==> src/rtl/logic_unit_pipe.sv <==
// Two-stage valid/ready bitwise logic unit: stage 1 captures {op,a,b}, stage 2 holds
// the result with its zero and parity flags and counts results taken downstream.
module logic_unit_pipe #(
  parameter int WIDTH = 8,
  parameter int CNT_W = 16
) (
  input  logic             clk,
  input  logic             reset,
  input  logic             in_valid,
  output logic             in_ready,
  input  logic [2:0]       in_op,
  input  logic [WIDTH-1:0] in_a,
  input  logic [WIDTH-1:0] in_b,
  output logic             out_valid,
  input  logic             out_ready,
  output logic [WIDTH-1:0] out_y,
  output logic             out_zero,
  output logic             out_par,
  output logic [CNT_W-1:0] done_cnt
);

  localparam logic [2:0] OP_NAND = 3'd0;
  localparam logic [2:0] OP_AND  = 3'd1;
  localparam logic [2:0] OP_OR   = 3'd2;
  localparam logic [2:0] OP_NOR  = 3'd3;
  localparam logic [2:0] OP_XOR  = 3'd4;
  localparam logic [2:0] OP_XNOR = 3'd5;
  localparam logic [2:0] OP_NOT  = 3'd6;
  localparam logic [CNT_W-1:0] CNT_ONE = CNT_W'(1);

  function automatic logic [WIDTH-1:0] apply_op(input logic [2:0]       op,
                                                input logic [WIDTH-1:0] a,
                                                input logic [WIDTH-1:0] b);
    logic [WIDTH-1:0] y;
    case (op)
      OP_NAND: y = ~(a & b);
      OP_AND:  y = a & b;
      OP_OR:   y = a | b;
      OP_NOR:  y = ~(a | b);
      OP_XOR:  y = a ^ b;
      OP_XNOR: y = ~(a ^ b);
      OP_NOT:  y = ~a;
      default: y = a;
    endcase
    return y;
  endfunction

  function automatic logic is_zero(input logic [WIDTH-1:0] y);
    return (y == '0);
  endfunction

  function automatic logic parity(input logic [WIDTH-1:0] y);
    return ^y;
  endfunction

  logic             vld_p1_q, vld_p1_d;
  logic [2:0]       op_p1_q;
  logic [WIDTH-1:0] a_p1_q, b_p1_q;
  logic             vld_p2_q, vld_p2_d;
  logic [WIDTH-1:0] y_p2_q, y_p2_d;
  logic             zero_p2_q, zero_p2_d;
  logic             par_p2_q, par_p2_d;
  logic [CNT_W-1:0] cnt_q, cnt_d;

  logic accept, adv_p2, consume;

  // in_ready looks through to out_ready so a full pipe keeps streaming without a bubble
  assign adv_p2   = vld_p1_q & (~vld_p2_q | out_ready);
  assign in_ready = ~vld_p1_q | adv_p2;
  assign accept   = in_valid & in_ready;
  assign consume  = vld_p2_q & out_ready;

  always_comb begin
    vld_p1_d  = vld_p1_q;
    vld_p2_d  = vld_p2_q;
    y_p2_d    = apply_op(op_p1_q, a_p1_q, b_p1_q);
    zero_p2_d = is_zero(y_p2_d);
    par_p2_d  = parity(y_p2_d);
    cnt_d     = consume ? cnt_q + CNT_ONE : cnt_q;
    if (accept)       vld_p1_d = 1'b1;
    else if (adv_p2)  vld_p1_d = 1'b0;
    if (adv_p2)       vld_p2_d = 1'b1;
    else if (consume) vld_p2_d = 1'b0;
  end

  // stage 1: operand capture
  always_ff @(posedge clk or posedge reset) begin
    if (reset) begin
      vld_p1_q <= 1'b0;
    end else begin
      vld_p1_q <= vld_p1_d;
    end
  end

  always_ff @(posedge clk) begin
    if (accept) begin
      op_p1_q <= in_op;
      a_p1_q  <= in_a;
      b_p1_q  <= in_b;
    end
  end

  // stage 2: result and flags, held while downstream stalls
  always_ff @(posedge clk or posedge reset) begin
    if (reset) begin
      vld_p2_q  <= 1'b0;
      y_p2_q    <= '0;
      zero_p2_q <= 1'b1;
      par_p2_q  <= 1'b0;
      cnt_q     <= '0;
    end else begin
      vld_p2_q <= vld_p2_d;
      cnt_q    <= cnt_d;
      if (adv_p2) begin
        y_p2_q    <= y_p2_d;
        zero_p2_q <= zero_p2_d;
        par_p2_q  <= par_p2_d;
      end
    end
  end

  assign out_valid = vld_p2_q;
  assign out_y     = y_p2_q;
  assign out_zero  = zero_p2_q;
  assign out_par   = par_p2_q;
  assign done_cnt  = cnt_q;

endmodule
==> config.mk <==
export PLATFORM = sky130hd
export DESIGN_NAME = logic_unit_pipe
export DESIGN_NICKNAME = d
export VERILOG_FILES = /design/src/rtl/logic_unit_pipe.sv
export SDC_FILE = /design/constraint.sdc
export NUM_CORES = 1
export LEC_CHECK = 0
export ABC_AREA = 1
export CAP_MARGIN = 20
export CORE_ASPECT_RATIO = 1.25
export CORE_MARGIN = 8
export CORE_UTILIZATION = 45
export DETAILED_ROUTE_END_ITERATION = 6
export PLACE_DENSITY = 0.7
export SKIP_LAST_GASP = 1
export SYNTH_ARGS = -nofsm -noshare
export SYNTH_HDL_FRONTEND = slang
export SYNTH_SLANG_ARGS = --single-unit
export TNS_END_PERCENT = 5
==> constraint.sdc <==
create_clock -name clk -period 3.6 [get_ports clk]
set_input_delay 1.08 -clock clk [delete_from_list [all_inputs] [get_ports clk]]
set_output_delay 1.08 -clock clk [all_outputs]
set_load 0.02 [all_outputs]
==> flow_summary.json <==
{
  "status": "completed",
  "max_freq_ghz": 0.291,
  "clock_latency_ns": 0.30,
  "reg2regPathDepth": 10,
  "drv_cap": 0,
  "peakVddDrop_uv": 428,
  "syn_nets": 383,
  "crit_family": "buffers and inverters",
  "cts_setup_buffers": 0,
  "via_per_inst": 4.95,
  "worstPathRequired_ns": 2.52,
  "path_cells": "clkdlybuf4s50_1 -> inv_1 -> nand3_1 -> clkdlybuf4s50_1",
  "via_count": 2354,
  "maxSlewHeadroom_pct": 56.9,
  "synth-edff-count": 19,
  "design.core.area_um2": 6130,
  "synth_top_area_share_pct": 23.8,
  "crit_buf_inv": 3,
  "grt_max_degree": 29,
  "cp_data_arrival_time_ns": 2.36,
  "clkSinkCount": 47,
  "setup_viol": 0,
  "startpoint": "out_ready",
  "syn_area_per_cell_um2": 8.36,
  "antenna_found_initial": 0,
  "rsz0062_at_grt": "false",
  "synthTopCellsByArea": "dfrtp_1 24%, edfxtp_1 20%, nand2_1 14%",
  "r2r-start": "op_p1_q[0]$_DFFE_PP_",
  "synth_area_leader_cell": "dfrtp_1",
  "nets": 434,
  "io_buffer_count": 50,
  "die_height_um": 105,
  "rows": 32,
  "critPathMaxFanout": 3,
  "area_delta_synth_final_pct": 23.7,
  "netlist_top_cells_count": "103 x nand2_1, 31 x nand3_1, 27 x dfrtp_1",
  "first_pass_iters": 4,
  "ys_dominant_reg_cell": "dfrtp_1",
  "dieWidth_um": 87.0,
  "power.switching_uw": 578,
  "fin_skew_ns": 0.00764,
  "rrSetupSlack_ns": 0.99,
  "timing_worst_setup_path_type": "in2out",
  "gp_congestion": 0.870,
  "power_leakage_nw": 1.66,
  "grt_pass1_vias": 2270,
  "r2r_end": "out_par$_DFFE_PP0P_",
  "n_antenna_cell": 0,
  "critPathLaunchType": "input port",
  "drc_errors": 0,
  "utilization_pct": 57.3,
  "comb_power_share_pct": 35.1,
  "cts-root-buf": "clkbuf_8",
  "synth_seq_cells": 47,
  "fin_crit_sh_pct": 95.4,
  "cts_tree": "done",
  "path_depth": 4,
  "dieArea_um2": 9110,
  "cts_htree_levels": 2,
  "endpoint_kind": "output port",
  "synthArstFlopShare_pct": 59.6,
  "power_switching_share_pct": 35.1,
  "path_clk_slew_ns": 0.09,
  "worstSetupEndpoint": "in_ready",
  "cts_buffers": 5,
  "synth_area_um2": 2840,
  "yosys_warnings": 0,
  "powerDensity_nw_per_um2": 469,
  "antenna_left": 0,
  "drive_gt1_share_pct": 8.44,
  "cts_buffer_depth": 2,
  "synth_cell_types": 26,
  "power.clock.fraction_pct": 20.9,
  "io_pins": 51,
  "wirelength_um": 6180,
  "grt_pass1_wl_um": 10600,
  "min_path_type": "reg2reg",
  "worstMarginPinSlew_ns": 0.645,
  "hold_buffers": 0,
  "globalRoute.totalOverflow": 0,
  "dp_hpwl_um": 4520,
  "first_iter_violations": 237,
  "p_seq_share_pct": 44.0,
  "start_util_pct": 46.3,
  "routedWlPerCell_um": 13.0,
  "ys_seq_area_share_pct": 44.9,
  "synth_cells": 339,
  "synth.most_common_cell": "nand2_1",
  "p_int_mw": 1.07,
  "hold_viol_final": 0,
  "period_needed_ns": 3.44,
  "cp_common_cell": "clkdlybuf4s50_1",
  "slowest_delay_ns": 0.62,
  "grt_usage_pct": 14.2,
  "cts_resized": 0,
  "slowest_stage": "clkdlybuf4s50_1",
  "slew_violations": 0,
  "tns_ns": 0
}
-- metrics by stage --
step | total power [mW] | cells | hold WS [ns] | cell area (um2) | setup slack (ns)
after floorplan | 1.08 | 339 | 0.519 | 2840 | 1.19
after global placement | 1.31 | 468 | 0.465 | 3410 | 0.178
after detailed placement | 1.32 | 468 | 0.468 | 3410 | 0.167
after CTS | 1.67 | 476 | 0.492 | 3510 | 0.162
after global routing | 1.76 | 476 | 0.507 | 3510 | 0.113
final | 1.65 | 476 | 0.485 | 3510 | 0.164
-- per-layer routing --
metal  GRT usage [%]  routed length (um)  up-vias
li1                -                   -     1202
met1            18.8                2840     1079
met5               0                   0        -
met3            2.90                 239       14
met2            21.9                2970       59
met4            5.56                 125        0
-- layout by cell type, fill, tap and decap left out, drive strengths merged, types with 7 or more instances in the layout --
master / count
nand2: 105
clkdlybuf4s50: 50
inv: 39
nand3: 32
nor2: 30
dfrtp: 27
ha: 21
edfxtp: 19
nand3b: 14
nand4: 14
o21ai: 11
xnor2: 10
clkbuf: 7
-- worst min-delay path, stage by stage (launching register included) --
cell	delay [ns]
dfrtp_1	0.35
nand2_1	0.05
nand2_1	0.05
-- worst min path at each step --
stage                         start                    to  cells after the start
2_1_floorplan  out_zero$_DFFE_PP1P_  out_zero$_DFFE_PP1P_                      2
3_3_place_gp   out_y[2]$_DFFE_PP0P_  out_y[2]$_DFFE_PP0P_                      2
3_5_place_dp   out_y[1]$_DFFE_PP0P_  out_y[1]$_DFFE_PP0P_                      2
4_1_cts        out_y[1]$_DFFE_PP0P_  out_y[1]$_DFFE_PP0P_                      2
5_1_grt        out_y[1]$_DFFE_PP0P_  out_y[1]$_DFFE_PP0P_                      2
6_report       out_y[2]$_DFFE_PP0P_  out_y[2]$_DFFE_PP0P_                      2
-- state kept, by name (all words and copies together) (netlist names) --
name,flops
a_p1_q,8
b_p1_q,8
done_cnt,16
op_p1_q,3
out_par,1
out_valid,1
out_y,8
out_zero,1
vld_p1_q,1
-- power by group through the flow --
stage	Combinational [mW]	Sequential, mW	Clock [mW]
2_1_floorplan	0.269	0.808	0
3_3_place_gp	0.574	0.734	0
3_5_place_dp	0.583	0.734	0
4_1_cts	0.587	0.724	0.355
5_1_grt	0.641	0.736	0.377
6_report	0.578	0.724	0.344
-- cells by family (layout without fill, tap and decap cells) --
group | count (synthesis) | after routing | share of synthesized area, %
AO/OA/AOI/OAI | 11 | 11 | 1.94
AND/OR/NAND/NOR | 199 | 199 | 32.7
adder cells (fa/ha/maj) | 21 | 21 | 9.27
XOR/XNOR | 14 | 14 | 4.32
buffers and inverters | 47 | 99 | 6.88
flip-flops | 47 | 47 | 44.9
-- area by class of cell --
cell class / count / area [um2]
multi-input cells: 245 / 1370
clock inverters: 1 / 8.76
clock buffers: 7 / 86.3
inverters: 38 / 143
fillers: 555 / 2620
repair buffers: 53 / 523
well taps: 85 / 106
flip-flops and latches: 47 / 1270
Power figures use the tool's default switching activity.
